<file path="src/rtl/alu_share_pkg.sv">
// Shared definitions for the ALU sharing arbiter, the ALU and the ALU controller.
//   state_t     : arbiter sequencing states
//   ALU_*       : 4-bit Operation codes as produced by the ALU controller
//   OP_WIDTH    : width of an Operation code
package alu_share_pkg;

  localparam int unsigned OP_WIDTH = 4;

  typedef enum logic [1:0] {
    IDLE = 2'd0,
    EXEC = 2'd1,
    RESP = 2'd2
  } state_t;

  localparam logic [OP_WIDTH-1:0] ALU_AND = 4'b0000;
  localparam logic [OP_WIDTH-1:0] ALU_SUB = 4'b0001;
  localparam logic [OP_WIDTH-1:0] ALU_ADD = 4'b0010;
  localparam logic [OP_WIDTH-1:0] ALU_OR  = 4'b0011;
  localparam logic [OP_WIDTH-1:0] ALU_XOR = 4'b0100;
  localparam logic [OP_WIDTH-1:0] ALU_SLL = 4'b0101;
  localparam logic [OP_WIDTH-1:0] ALU_SRL = 4'b0110;
  localparam logic [OP_WIDTH-1:0] ALU_SRA = 4'b0111;
  localparam logic [OP_WIDTH-1:0] ALU_BEQ = 4'b1000;
  localparam logic [OP_WIDTH-1:0] ALU_SLT = 4'b1001;

endpackage

</file>
<file path="src/rtl/alu_share_arbiter_rr_arbiter.sv">
// Combinational round-robin arbiter.
//   req       : request vector, one bit per requester
//   ptr       : highest-priority requester index for this decision
//   grant     : one-hot grant (all zero when no request)
//   grant_idx : index of the granted requester (zero when no request)
module rr_arbiter #(
  parameter int unsigned NREQ = 2
) (
  input  logic [NREQ-1:0]         req,
  input  logic [$clog2(NREQ)-1:0] ptr,
  output logic [NREQ-1:0]         grant,
  output logic [$clog2(NREQ)-1:0] grant_idx
);

  localparam int unsigned IW = $clog2(NREQ);

  // Scan from the farthest offset back to ptr so the nearest valid requester wins last.
  always_comb begin
    int unsigned idx;
    grant     = '0;
    grant_idx = '0;
    idx       = 0;
    for (int unsigned k = 0; k < NREQ; k++) begin
      idx = (32'(ptr) + (NREQ - 1 - k)) % NREQ;
      if (req[IW'(idx)]) begin
        grant            = '0;
        grant[IW'(idx)]  = 1'b1;
        grant_idx        = IW'(idx);
      end
    end
  end

endmodule

</file>
<file path="src/rtl/alu_share_arbiter.sv">
// Shares one integer ALU between NREQ requesters with round-robin arbitration.
//   clk, reset              : clock, synchronous active-high reset
//   req_valid/ready/op/a/b  : per-requester request handshake and payload
//   rsp_valid/ready/id/data : single response channel, id names the owning requester
//   alu_op/a/b              : registered operands presented to the ALU
//   alu_result              : ALU output, captured ALU_LATENCY cycles after accept
//   busy                    : an operation is in flight or awaiting response
module alu_share_arbiter
  import alu_share_pkg::*;
#(
  parameter int unsigned DATA_WIDTH  = 32,
  parameter int unsigned NREQ        = 2,
  parameter int unsigned ALU_LATENCY = 1
) (
  input  logic                                clk,
  input  logic                                reset,
  input  logic [NREQ-1:0]                     req_valid,
  output logic [NREQ-1:0]                     req_ready,
  input  logic [NREQ-1:0][OP_WIDTH-1:0]       req_op,
  input  logic [NREQ-1:0][DATA_WIDTH-1:0]     req_a,
  input  logic [NREQ-1:0][DATA_WIDTH-1:0]     req_b,
  output logic                                rsp_valid,
  input  logic                                rsp_ready,
  output logic [$clog2(NREQ)-1:0]             rsp_id,
  output logic [DATA_WIDTH-1:0]               rsp_data,
  output logic [OP_WIDTH-1:0]                 alu_op,
  output logic [DATA_WIDTH-1:0]               alu_a,
  output logic [DATA_WIDTH-1:0]               alu_b,
  input  logic [DATA_WIDTH-1:0]               alu_result,
  output logic                                busy
);

  localparam int unsigned IW = $clog2(NREQ);
  localparam int unsigned CW = $clog2(ALU_LATENCY + 1);

  state_t          state;
  state_t          state_nxt;
  logic [IW-1:0]   rr_ptr;
  logic [CW-1:0]   cnt;
  logic [NREQ-1:0] grant;
  logic [IW-1:0]   grant_idx;
  logic            cnt_last;
  logic            accept;
  logic            capture;
  logic            rsp_done;

  assign cnt_last = (cnt == CW'(ALU_LATENCY - 1));

  rr_arbiter #(
    .NREQ (NREQ)
  ) u_rr_arbiter (
    .req       (req_valid),
    .ptr       (rr_ptr),
    .grant     (grant),
    .grant_idx (grant_idx)
  );

  // State register.
  always_ff @(posedge clk) begin
    if (reset) begin
      state <= IDLE;
    end else begin
      state <= state_nxt;
    end
  end

  // Next-state logic.
  always_comb begin
    state_nxt = state;
    case (state)
      IDLE:    if (|req_valid) state_nxt = EXEC;
      EXEC:    if (cnt_last)   state_nxt = RESP;
      RESP:    if (rsp_ready)  state_nxt = IDLE;
      default: state_nxt = IDLE;
    endcase
  end

  // Output and datapath-enable decode.
  always_comb begin
    req_ready = '0;
    accept    = 1'b0;
    capture   = 1'b0;
    rsp_done  = 1'b0;
    case (state)
      IDLE: begin
        req_ready = grant;
        accept    = |grant;
      end
      EXEC:    capture  = cnt_last;
      RESP:    rsp_done = rsp_ready;
      default: ;
    endcase
  end

  // Registered datapath: operand latch, latency counter, response holding register.
  always_ff @(posedge clk) begin
    if (reset) begin
      rr_ptr    <= '0;
      cnt       <= '0;
      rsp_valid <= 1'b0;
      rsp_id    <= '0;
      rsp_data  <= '0;
      alu_op    <= '0;
      alu_a     <= '0;
      alu_b     <= '0;
      busy      <= 1'b0;
    end else begin
      busy <= (state_nxt != IDLE);
      if (accept) begin
        alu_op <= req_op[grant_idx];
        alu_a  <= req_a[grant_idx];
        alu_b  <= req_b[grant_idx];
        rsp_id <= grant_idx;
        rr_ptr <= (grant_idx == IW'(NREQ - 1)) ? '0 : IW'(grant_idx + 1'b1);
        cnt    <= '0;
      end else if (state == EXEC) begin
        // Leaves EXEC at ALU_LATENCY-1, so the count never exceeds ALU_LATENCY.
        cnt <= cnt + CW'(1);
      end
      if (capture) begin
        rsp_data  <= alu_result;
        rsp_valid <= 1'b1;
      end else if (rsp_done) begin
        rsp_valid <= 1'b0;
      end
    end
  end

endmodule

</file>
<file path="config.mk">
export PLATFORM = sky130hd
export DESIGN_NAME = alu_share_arbiter
export DESIGN_NICKNAME = d
export VERILOG_FILES = /design/src/rtl/alu_share_pkg.sv /design/src/rtl/alu_share_arbiter_rr_arbiter.sv /design/src/rtl/alu_share_arbiter.sv
export SDC_FILE = /design/constraint.sdc
export NUM_CORES = 1
export LEC_CHECK = 0
export BUFFER_PORTS_ARGS = -buffer_cell sky130_fd_sc_hd__buf_2
export CORE_AREA = 8 8 115 117
export CTS_CLUSTER_DIAMETER = 80
export DETAILED_ROUTE_END_ITERATION = 12
export DIE_AREA = 0 0 123 125
export GPL_ROUTABILITY_DRIVEN = 0
export PLACE_DENSITY = 0.79
export SYNTH_ARGS = -nofsm -noshare
export SYNTH_HDL_FRONTEND = slang
export SYNTH_HIERARCHICAL = 1
export SYNTH_SLANG_ARGS = --single-unit
</file>
<file path="constraint.sdc">
create_clock -name clk -period 2 [get_ports clk]
set_input_delay 0.3 -clock clk [delete_from_list [all_inputs] [get_ports clk]]
set_output_delay 0.3 -clock clk [all_outputs]
set_load 0.005 [all_outputs]
</file>
# Word level (Yosys, flattened, before mapping)
# Index checks and enable logic that the tools add are counted.
# Widths: inputs -> output; s select.
# totals
regBits	107
elab_cells	58
input_bits	173
output_inout_bits	105
# op_classes
reduce_logical	8
n_lt_le_gt_ge	5
n_eq_ne	2
n_mux	29
n_addsub	3
n_bitwise	1
# ops
cell	n
$mux 32	4
$mux 1	14
$mux 2	6
$mux 4	2
$lt 1x2->1 const B	3
$pmux 2 s3	1
$reduce_or 2->1	3
$reduce_bool 2->1	2
$add 1x1->1 const B	3
$demux 1 s1	2
$eq 2x1->1 const B	1
$eq 2x2->1 const B	1
$ge 1x1->1 const B	2
$logic_and 1x1->1	2
$logic_not 2->1	1
$not 1->1	1

# Depth between registers and ports, before layout
# Gate-level depths: netlist of the first run.
# depth
word_depth	10
ltp_mapped	9
ltp_nobuf	5

# Cells and area by module
# Netlist of the first run, hierarchy kept.
# by_module_without_submodules
mod	seq_area_each_um2	area_per_inst_um2	cells_per_inst	instances
alu_share_arbiter	2142.1	4868.4	483	1
rr_arbiter	0.0	26.3	4	1

# Least setup slack after synthesis of the first run
# OpenSTA, ideal clock, no wires.
# synth_path
path_kind	input port to flip-flop
startpoint	input port req_valid[1]
endpoint	register rr_ptr
setup_slack_ns	0.439
t_arrival_ns	1.479
required_time_ns	1.919
path_buffers	4
setup_time_ns	0.081
cell_stages	8
path_cell_list	a21boi_1 buf_4 or2_1 buf_6 and2_4 buf_6 buf_6 a211oi_2
# synth_between
elab_chain_len	6
word_cells_on_any_way	12
cone_classes	add/sub (1); mux (10); reduce/logical (1)
# synth_rtl
element	line_no	source
start, declared	alu_share_arbiter.sv:17	input logic [NREQ-1:0] req_valid,
$mux 1 (implied by the code) (2 in a row)	alu_share_arbiter_rr_arbiter.sv:25	if (req[IW'(idx)]) begin
$mux 2	alu_share_arbiter_rr_arbiter.sv:25	
$mux 2 (*)	alu_share_arbiter_rr_arbiter.sv:25	
net grant[1]	alu_share_arbiter.sv:40	logic [NREQ-1:0] grant;
$reduce_or 2->1 (*)	alu_share_arbiter.sv:87	accept = |grant;
$mux 1 (*)	alu_share_arbiter.sv:84	case (state)
end signal, assigned	alu_share_arbiter.sv:114	rr_ptr <= (grant_idx == IW'(NREQ - 1)) ? '0 : IW'(grant_idx + 1'b1);
end, declared	alu_share_arbiter.sv:38	logic [IW-1:0] rr_ptr;
# Mark *: on every way through the listed nets, which the timed path passes. The rest lies on a longest branch. The select of a mux whose other input is x is not followed.
# A chain may end at the register's enable or synchronous reset.

# Worst setup path in the final report of the first run
# layout_path
startpoint	register rr_ptr
endpoint	output port req_ready[1]
# layout_between
elab_chain_len	8
word_cells_on_any_way	18
cone_classes	add/sub (1); order compare (4); mux (11); reduce/logical (2)
# layout_rtl
element	line_no	source
$add 1x1->1	alu_share_arbiter_rr_arbiter.sv:24	idx = (32'(ptr) + (NREQ - 1 - k)) % NREQ;
$lt 1x2->1 (implied by the code) / $ge 1x1->1 (equally long branches)	alu_share_arbiter_rr_arbiter.sv:27	grant[IW'(idx)] = 1'b1;
$logic_and 1x1->1 (implied by the code)	alu_share_arbiter_rr_arbiter.sv:27	
$mux 1 (implied by the code)	alu_share_arbiter_rr_arbiter.sv:27	
$demux 1 s1	n/a	
$mux 2	alu_share_arbiter_rr_arbiter.sv:25	
$mux 2 (*)	alu_share_arbiter_rr_arbiter.sv:25	
$mux 2 (*)	alu_share_arbiter.sv:84	
end, declared	alu_share_arbiter.sv:18	output logic [NREQ-1:0] req_ready,
# Mark *: on every way between the ends. The rest lies on a longest branch, timed or not. The select of a mux whose other input is x is not followed.

==> results of run 1 <==
sequential cells by signal, summed over array words and instances (netlist names):
| signal | cells |
|---|---|
| state | 2 |
| cnt | 1 |
| rsp_data | 32 |
| rr_ptr | 1 |
| alu_b | 32 |
| rsp_valid | 1 |
| alu_op | 4 |
| alu_a | 32 |
| rsp_id | 1 |
| busy | 1 |
through the flow:
stage	utilization (%)	setup WS [ns]	total power [mW]	instance area (µm²)	hold slack [ns]
detailed placement	54.9	0.236	4.48	6370	0.443
global route	57.6	0.0195	6.53	6690	0.177
CTS	57.4	0.0709	6.27	6670	0.169
global placement	54.9	0.312	4.43	6370	0.438
floorplan	-	0.439	3.78	4890	0.436
finish	57.6	0.107	6.22	6690	0.184
Yosys cell counts (3+ instances only):
cell / count / area (µm²)
sky130_fd_sc_hd__clkbuf_1: 22 / 82.6
sky130_fd_sc_hd__a21oi_1: 103 / 515
sky130_fd_sc_hd__inv_1: 3 / 11.3
sky130_fd_sc_hd__buf_6: 9 / 101
sky130_fd_sc_hd__nand2_1: 65 / 244
sky130_fd_sc_hd__a211oi_2: 70 / 876
sky130_fd_sc_hd__dfxtp_1: 107 / 2140
sky130_fd_sc_hd__mux2i_1: 68 / 681
sky130_fd_sc_hd__buf_1: 3 / 11.3
sky130_fd_sc_hd__buf_2: 16 / 80.1
repair_timing:
action,in CTS,in global routing
endpoints found under the hold margin,0,0
endpoints found under the setup margin,0,1
hold buffers,0,0
setup buffers,0,0
final cells by class:
type                       count  share of cell area, %
multi-input combinational    325                   37.0
sequential                   107                   32.0
timing repair buffer         292                   23.6
clock buffer                  12                   3.68
tap                          147                   2.75
clock inverter                 4                  0.748
inverter                       3                  0.168
routing by layer:
layer / vias up / GRT usage, %
li1: 2256 / -
met1: 2139 / 19.1
met2: 180 / 31.6
met3: 14 / 8.06
met4: 0 / 6.52
met5: - / 0
worst paths after layout:
path                                     start  slack, ns  cells after the start      endpoint
worst max register to register          rr_ptr       0.14                      6      alu_b[1]
worst min-delay path            alu_result[28]       0.18                      3  rsp_data[28]
worst max-delay path                    rr_ptr       0.11                      5  req_ready[1]
worst min register to register    rsp_data[19]       0.45                      2  rsp_data[19]
cell families after synthesis:
| family | synth area share (%) |
|---|---|
| compound gates | 29.5 |
| buf+inv | 6.16 |
| simple gates | 6.65 |
| mux | 13.9 |
| flops | 43.8 |
worst register-to-register path: cells and delay by family (launching register included):
family	cells	cell delay, ns
buffers and inverters	2	0.49
DFF	1	0.36
and+or+nand+nor	1	0.19
AOI/OAI and AO/OA	3	0.72
power by group through the flow:
| stage | combinational (mW) | clock [mW] | sequential (mW) |
|---|---|---|---|
| floorplan | 1.13 | 0 | 2.66 |
| global placement | 1.80 | 0 | 2.63 |
| detailed placement | 1.84 | 0 | 2.64 |
| CTS | 1.85 | 1.83 | 2.59 |
| global route | 2.00 | 1.90 | 2.63 |
| finish | 1.84 | 1.79 | 2.59 |
==> metrics.sh, run 1 <==
CTS-HTREE-LEVELS=3
CLOCK_TREE.BUFFER_DEPTH=2
MOSTFREQUENTLAYOUTCELL='sky130_fd_sc_hd__buf_2'
NUM_ROWS=40
PWR-SHARE-CLK_PCT=28.8
ROUTED_WL_UM=15000
IO_PINS=278
DETAILEDPLACEMENTHPWL_UM=11200
AREA_DELTA_SYNTH_FINAL_PCT=36.7
SYNTH_WARNINGS=6
FRACTION_OF_POWER_CONSUMED_BY_SEQUENTIAL_LOGIC_PCT=41.6
OVERFLOW=0
YS_FF_LATCH=107
MAXCAPVIOLATIONS=0
POWER-PER-CELL-AREA_mW_PER_MM2=930
WORST_PATH_MAX_DELAY_CELL='sky130_fd_sc_hd__dfxtp_1'
MAXSLEWVIOLCOUNT=0
SYNTH_AREA_MM2=0.00489
SYNTH.YOSYS.SEQ_AREA_SHARE_PCT=43.8
POST_SYNTHESIS_NET_COUNT=660
CRITPATHBUFINV=3
FINALCRITPERIODSHARE_PCT=94.7
TOTALNEGATIVESETUPSLACK_NS=0
YS.FLOP_TYPE='sky130_fd_sc_hd__dfxtp_1'
SLOWEST_DELAY_NS=0.36
WORST_SKEW_PAIR.LATE_LATENCY_NS=0.35
CRITICAL_PATH.TOP_DELAY_FAMILY='buffers and inverters'
CLOCK-SKEW-FINAL_NS=0.00465
SYNTH.AVG_CELL_AREA_UM2=10.1
FINALCRITICALPERIOD_NS=1.89
CTS.ROOT.BUFFER_CELL='sky130_fd_sc_hd__clkbuf_16'
DP_CELLS=873
SETUP.WORST_PATH.END_CLASS='primary output'
TOP_LAYER='met4'
FIRST_GLOBAL_VIAS=4616
CLOCK_SINKS=107
POWER.INTERNAL_mW=4.27
DIE-AREA_MM2=0.0154
WORST_EP_ARRIVAL_TIME_NS=1.59
NUMCTSBUFFERS=9
COMBPWRFRAC_PCT=29.6
GRT.TOTAL_USAGE_PCT=18.3
POST_LAYOUT_NONFILLER_INSTANCES=890
MET1WIRELENGTH_UM=5780
WORSTHOLDPATHTYPE='in -> reg'
IR_DROP_mV=0.659
SETUP.WORST_PATH.START_CLASS='register'
SLEW_HEADROOM_PCT=63.7
NUM-FILL-CELLS=1057
DETAIL_ROUTED_NET_LENGTH_PER_STANDARD_CELL_UM=16.9
DRIVE_ABOVE_1_SHARE_PCT=51.4
DRTITER0DRC=180
CTS_REPAIR_RESIZE_COUNT=0
DRT_PRE_ANTENNA_ITERS=4
CRITICAL_PATH.MAX_FANOUT=20
FLOORPLAN.DIE.WIDTH_UM=123
AVGVIACOUNTPERCELL=5.16
MET2_WIRELENGTH_UM=7340
P_SWITCHING_mW=1.95
NUMBER_OF_SYNTHESIZED_FLOPS_WITH_AN_ENABLE_PIN=0
CTS_TREE='yes'
MOSTFREQUENTLAYOUTCELLS='sky130_fd_sc_hd__buf_2, sky130_fd_sc_hd__dfxtp_1, sky130_fd_sc_hd__a21oi_1'
GRT_SETUP_UNREPAIRED='no'
HOLD_VIOLATIONS=0
ANTENNA_CELLS=0
VIAS=4589
GRT_PASS1_WL_UM=22800
TIMING.CRITICAL_PATH.REQUIRED_NS=1.70
SYNTH.LIB_CELLS_USED.DISTINCT=26
LAYOUT_NET_COUNT=911
CRIT_PATH_CLASS='reg -> out'
RUN_STATUS='completed'
CRITICAL_PATH.CELL_CHAIN='inv_1 > a21boi_4 > buf_12 > and2_1 > buf_2'
MAXCLOCKFREQUENCY_MHz=528
PIN_COUNT_OF_THE_BIGGEST_NET_ENTERING_GLOBAL_ROUTING=54
SEQUENTIAL_CELL_AREA_MM2=0.00214
SETUP_VIOLATIONS=0
IO_BUFFER_COUNT=277
WORSTMARGINPINSLEW_NS=0.531
DRT_DRC_VIOLATIONS_LEFT=0
ANTENNA_FOUND_INITIAL=0
MULTI_INPUT_AREA_MM2=0.00248
CORE_AREA_MM2=0.0116
SYNTH_CELLS=487
CLKSLEWWORSTSETUPHOLDPATHS_NS=0.07
SWITCHING_SHARE_PCT=31.4
INITIAL_UTILIZATION_PCT=42.2
FLOORPLAN.DIE.HEIGHT_UM=125
POWER.LEAKAGE_nW=3.02
MET3_WIRE_LEN_UM=1680
POSTSYNTH.ASYNCRESETSHARE_PCT=0
FINAL_ANTENNA_NET_COUNT=0
Note: power is estimated with default switching activity, not from simulation.
==> run 2, diff against run 1 <==
--- a/config.mk
+++ b/config.mk
@@ -6,12 +6,14 @@
 export NUM_CORES = 1
 export LEC_CHECK = 0
 export BUFFER_PORTS_ARGS = -buffer_cell sky130_fd_sc_hd__buf_2
-export CORE_AREA = 8 8 115 117
+export CELL_PAD_IN_SITES_DETAIL_PLACEMENT = 1
+export CELL_PAD_IN_SITES_GLOBAL_PLACEMENT = 2
+export CORE_AREA = 8 8 149 151
 export CTS_CLUSTER_DIAMETER = 80
 export DETAILED_ROUTE_END_ITERATION = 12
-export DIE_AREA = 0 0 123 125
+export DIE_AREA = 0 0 157 159
 export GPL_ROUTABILITY_DRIVEN = 0
-export PLACE_DENSITY = 0.79
+export PLACE_DENSITY_LB_ADDON = 0.1
 export SYNTH_ARGS = -nofsm -noshare
 export SYNTH_HDL_FRONTEND = slang
 export SYNTH_HIERARCHICAL = 1
==> metrics.sh, run 2 (synthesis results as in run 1) <==
RUN_STATUS='completed'
WORSTSETUPSTARTPOINT='rr_ptr'
TOTAL_OF_HOLD_BUFFERS_INSERTED_AFTER_CLOCK_TREE_SYNTHESIS=0
CLOCK_TREE.BUFFER_DEPTH=2
NUMCTSBUFFERS=9
FLOORPLAN.DIE.HEIGHT_UM=159
REGTOREGSETUPSLACK_NS=0.28
HOLDCRITSTARTPOINT='alu_result[30]'
DRTITER0DRC=161
NUM_ROWS=52
MAXCAPVIOLATIONS=0
DETAIL_ROUTED_NET_LENGTH_PER_STANDARD_CELL_UM=18.4
MAXSLEWVIOLCOUNT=0
CLKSLEWWORSTSETUPHOLDPATHS_NS=0.08
AVGVIACOUNTPERCELL=4.57
TOTALNEGATIVESETUPSLACK_NS=0
VIAS=4652
DIE-AREA_MM2=0.0250
ANTENNA_FOUND_INITIAL=3
IO_BUFFER_COUNT=277
SETUP_VIOLATIONS=0
DRIVE_ABOVE_1_SHARE_PCT=51.7
MOSTFREQUENTLAYOUTCELL='sky130_fd_sc_hd__buf_2'
TIMING.CRITICAL_PATH.REQUIRED_NS=1.70
HOLD_VIOLATIONS=0
CLOCK-SKEW-FINAL_NS=0.0107
PIN_COUNT_OF_THE_BIGGEST_NET_ENTERING_GLOBAL_ROUTING=50
SLOWEST_DELAY_NS=0.35
NUM-FILL-CELLS=2354
FIN_TOTAL_PWR_mW=6.37
FLOORPLAN.DIE.WIDTH_UM=157
WORSTREG2REGEND='alu_b[28]'
WORSTMARGINPINSLEW_NS=0.451
MOSTFREQUENTLAYOUTCELLS='sky130_fd_sc_hd__buf_2, sky130_fd_sc_hd__dfxtp_1, sky130_fd_sc_hd__a21oi_1'
WORST_SKEW_PAIR.LATE_LATENCY_NS=0.35
CLOCK_SINKS=107
CRITICAL_PATH.MAX_FANOUT=22
OVERFLOW=0
FINALCRITICALPERIOD_NS=1.89
CRITICAL_PATH.CELL_CHAIN='inv_1 > a21boi_4 > buf_12 > and2_1 > buf_2'
GRT.TOTAL_USAGE_PCT=14.4
REG2REGPATHDEPTH=6
HOLD_PATH_DEPTH=3
GRT_SETUP_UNREPAIRED='no'
MAXCLOCKFREQUENCY_MHz=529
POWER.LEAKAGE_nW=3.05
CORE_AREA_MM2=0.0198
REG_TOP3='alu_a: 32 flops, alu_b: 32 flops, rsp_data: 32 flops'
CRITPATHBUFINV=3
POST-CTS-SETUP-BUFFER-COUNT=0
DRT_DRC_VIOLATIONS_LEFT=0
IO_PINS=278
WORST_EP_ARRIVAL_TIME_NS=1.59
IR_DROP_mV=0.416
CRIT_PATH_CLASS='reg -> out'
CTS-HTREE-LEVELS=3
WORST_PATH_MAX_DELAY_CELL='sky130_fd_sc_hd__dfxtp_1'
LAYOUT_NET_COUNT=913
DETAILEDPLACEMENTHPWL_UM=14300
CTS_REPAIR_RESIZE_COUNT=0
SETUP.WORST_PATH.START_CLASS='register'
INITIAL_UTILIZATION_PCT=24.7
WORSTHOLDPATHTYPE='in -> reg'
DRT_PRE_ANTENNA_ITERS=4
CTS_TREE='yes'
FIRST_GLOBAL_VIAS=5045
FINALCRITPERIODSHARE_PCT=94.5
ROUTED_WL_UM=18700
REGTOREGSTARTPOINT='rr_ptr'
POWER-PER-CELL-AREA_mW_PER_MM2=926
HOLD_PATH_END='rsp_data[30]'
GRT_PASS1_WL_UM=28500
CTS.ROOT.BUFFER_CELL='sky130_fd_sc_hd__clkbuf_16'
SLEW_HEADROOM_PCT=69.2
CRITICAL_PATH.TOP_DELAY_FAMILY='buffers and inverters'
FINAL_ANTENNA_NET_COUNT=0
SETUP.WORST_PATH.END_CLASS='primary output'
AREA_DELTA_SYNTH_FINAL_PCT=40.6
[run 2: how the worst max path moves through the flow]
stage | cells past startpoint | to
2_1_floorplan | 8 | rr_ptr
3_3_place_gp | 6 | alu_a[9]
5_1_grt | 5 | req_ready[1]
3_5_place_dp | 6 | alu_b[19]
4_1_cts | 5 | req_ready[1]
6_report | 5 | req_ready[1]
[run 2: routing by layer]
metal  global-route usage [%]  part of all wire (%)
met5                        0                 0.070
met4                     4.20                   1.2
met3                     5.29                   7.8
met2                     25.7                    51
met1                     15.6                    39
[run 2: layout make-up]
cell class | count | area, µm² | share of cell area [%]
Multi-Input combinational cell | 325 | 2480 | 36.0
Clock buffer | 12 | 256 | 3.73
Tap cell | 270 | 338 | 4.91
Timing Repair Buffer | 294 | 1600 | 23.2
Inverter | 3 | 11.3 | 0.164
Clock inverter | 4 | 56.3 | 0.818
Sequential cell | 107 | 2140 | 31.1
Antenna cell | 2 | 5.00 | 0.0727
[run 2: through the flow]
step / hold WS, ns / instance area (µm²) / setup WS, ns / util, % / instances
2_1_floorplan: 0.436 / 4890 / 0.439 / - / 487
3_3_place_gp: 0.439 / 6540 / 0.406 / 33.0 / 998
3_5_place_dp: 0.446 / 6540 / 0.329 / 33.0 / 998
4_1_cts: 0.154 / 6850 / 0.0377 / 34.5 / 1014
5_1_grt: 0.168 / 6880 / 0.0108 / 34.7 / 1017
6_report: 0.177 / 6880 / 0.110 / 34.7 / 1017
[run 2: tightest hold or removal path: stages]
cell and delay [ns]:
sky130_fd_sc_hd__buf_2 0.09, sky130_fd_sc_hd__nand2_1 0.04, sky130_fd_sc_hd__a21oi_1 0.05
[run 2: report_power, final]
part           internal, mW  leakage [nW]  switching, mW
Combinational         0.841          2.01           1.06
Sequential             2.43         0.884          0.162
Clock                  1.05         0.154          0.821
Total                  4.33          3.05           2.04
==> run 3, diff against run 2 <==
--- a/config.mk
+++ b/config.mk
@@ -6,6 +6,7 @@
 export NUM_CORES = 1
 export LEC_CHECK = 0
 export BUFFER_PORTS_ARGS = -buffer_cell sky130_fd_sc_hd__buf_2
+export CAP_MARGIN = 20
 export CELL_PAD_IN_SITES_DETAIL_PLACEMENT = 1
 export CELL_PAD_IN_SITES_GLOBAL_PLACEMENT = 2
 export CORE_AREA = 8 8 149 151
==> constraint.sdc (replaced) <==
create_clock -name clk -period 2 [get_ports clk]
set_input_delay 0.3 -clock clk [delete_from_list [all_inputs] [get_ports clk]]
set_output_delay 0.3 -clock clk [all_outputs]
set_load 0.1 [all_outputs]
==> metrics.sh, run 3 (synthesis results as in run 1) <==
REGTOREGSETUPSLACK_NS=0.27
IR_DROP_mV=0.416
LAYOUT_SETUP_WS_NS=0.135
WORSTMARGINPINSLEW_NS=0.589
ANTENNA_FOUND_INITIAL=2
CTS.ROOT.BUFFER_CELL='sky130_fd_sc_hd__clkbuf_16'
TOTAL_OF_HOLD_BUFFERS_INSERTED_AFTER_CLOCK_TREE_SYNTHESIS=0
WORSTSETUPSTARTPOINT='rr_ptr'
MAXCAPVIOLATIONS=0
WORSTHOLDPATHTYPE='in -> reg'
SLOWEST_DELAY_NS=0.37
PIN_COUNT_OF_THE_BIGGEST_NET_ENTERING_GLOBAL_ROUTING=57
DESIGN_AREA_FINAL_MM2=0.00692
RUN_STATUS='completed'
FINAL_ANTENNA_NET_COUNT=0
CLOCK-SKEW-FINAL_NS=0.00599
FIRST_GLOBAL_VIAS=4965
DRIVE_ABOVE_1_SHARE_PCT=52.0
FLOORPLAN.DIE.HEIGHT_UM=159
FINAL_CORE_UTILIZATION_PCT=34.9
MULTI_INPUT_AREA_MM2=0.00248
DRT_PRE_ANTENNA_ITERS=4
PRECTSSETUPSLACK_NS=0.0784
TIMING.CRITICAL_PATH.MODE_CELL='sky130_fd_sc_hd__buf_12'
DETAILEDPLACEMENTHPWL_UM=14300
CORE_AREA_MM2=0.0198
FINALCRITPERIODSHARE_PCT=93.3
AREA_DELTA_SYNTH_FINAL_PCT=41.5
WORSTREG2REGEND='alu_b[29]'
REGTOREGSTARTPOINT='rr_ptr'
IO_PINS=278
TOTALNEGATIVESETUPSLACK_NS=0
MOSTFREQUENTLAYOUTCELLS='sky130_fd_sc_hd__buf_2, sky130_fd_sc_hd__dfxtp_1, sky130_fd_sc_hd__a21oi_1'
SETUP_VIOLATIONS=0
GRT_PASS1_WL_UM=28100
DIE-AREA_MM2=0.0250
POWER-PER-CELL-AREA_mW_PER_MM2=1220
WORST_EP_ARRIVAL_TIME_NS=1.57
NUM_ROWS=52
CLOCK_TREE.BUFFER_DEPTH=2
SLEW_HEADROOM_PCT=60.7
NUMCTSBUFFERS=9
REG_TOP3='alu_a: 32 flops, alu_b: 32 flops, rsp_data: 32 flops'
SETUP.WORST_PATH.END_CLASS='primary output'
IO_BUFFER_COUNT=277
ANTENNA_CELLS=0
ROUTED_WL_UM=18700
DRT_DRC_VIOLATIONS_LEFT=0
SEQUENTIAL_CELL_AREA_MM2=0.00214
VIAS=4607
CP-ENDPOINT='req_ready[1]'
WORST_SKEW_PAIR.LATE_LATENCY_NS=0.34
SETUP.WORST_PATH.START_CLASS='register'
CRITICAL_PATH.CELL_CHAIN='inv_1 > a21boi_4 > buf_12 > and2_1 > buf_12'
POWER.LEAKAGE_nW=3.07
LAYOUT_NET_COUNT=916
PLACEDINSTANCEAREA_MM2=0.00658
NUM-FILL-CELLS=2349
MAXCLOCKFREQUENCY_MHz=536
INITIAL_UTILIZATION_PCT=24.7
MOSTFREQUENTLAYOUTCELL='sky130_fd_sc_hd__buf_2'
OVERFLOW=0
DETAIL_ROUTED_NET_LENGTH_PER_STANDARD_CELL_UM=18.3
CRIT_PATH_CLASS='reg -> out'
REG2REGPATHDEPTH=6
FINALCRITICALPERIOD_NS=1.87
FLOORPLAN.DIE.WIDTH_UM=157
CLOCK_SINKS=107
DRTITER0DRC=170
AVGVIACOUNTPERCELL=4.53
CTS-HTREE-LEVELS=3
GRT_SETUP_UNREPAIRED='no'
CTS_TREE='yes'
WORST_PATH_MAX_DELAY_CELL='sky130_fd_sc_hd__dfxtp_1'
CLKSLEWWORSTSETUPHOLDPATHS_NS=0.08
TIMING.CRITICAL_PATH.REQUIRED_NS=1.70
HOLD_VIOLATIONS=0
GRT.TOTAL_USAGE_PCT=14.3
CRITICAL_PATH.MAX_FANOUT=10
MAXSLEWVIOLCOUNT=0
-- run 3: routing by layer --
| metal | GRT usage (%) | part of all wire, % | vias up |
|---|---|---|---|
| li1 | - | - | 2261 |
| met1 | 16.4 | 41 | 2180 |
| met2 | 24.9 | 50 | 144 |
| met3 | 4.42 | 7.5 | 18 |
| met4 | 4.11 | 1.3 | 4 |
| met5 | 0 | 0.14 | - |
-- run 3: critical path: cells and delay by family, from the launching register on --
kind	cells	cell delay (ns)
AOI/OAI and AO/OA	1	0.19
buffers and inverters	3	0.46
DFF	1	0.37
and+or+nand+nor	1	0.20
-- run 3: cell type report --
type                       count  share of cell area, %
timing repair buffer         297                   23.9
multi-input combinational    325                   35.8
clock buffer                  10                   3.45
inverter                       3                  0.163
clock inverter                 6                  0.940
sequential                   107                   30.9
tap                          270                   4.88
-- run 3: worst min-delay path by stage --
stage,cells after the start,endpoint,slack (ns),start
floorplan,2,rsp_data[0],0.44,alu_result[0]
global placement,2,rsp_data[18],0.44,rsp_data[18]
detailed placement,2,rsp_data[9],0.45,rsp_data[9]
CTS,3,rsp_data[9],0.17,alu_result[9]
global route,3,rsp_data[23],0.18,alu_result[23]
finish,3,rsp_data[25],0.18,alu_result[25]
-- run 3: power by group --
part,internal (mW),switching [mW]
registers,2.43,0.159
clock network,1.01,0.825
logic,0.865,3.17
-- run 3: per-stage QoR --
stage | hold WS (ns) | total power [mW] | std cells
finish | 0.183 | 8.46 | 1018
global route | 0.183 | 8.86 | 1018
CTS | 0.169 | 8.58 | 1015
detailed placement | 0.451 | 6.71 | 999
global placement | 0.441 | 6.65 | 999
floorplan | 0.436 | 5.88 | 487
-- run 3: repair_timing --
item,in CTS,in global routing
buffers inserted,0,2
resized for setup,0,1
endpoints found under the setup margin,0,4
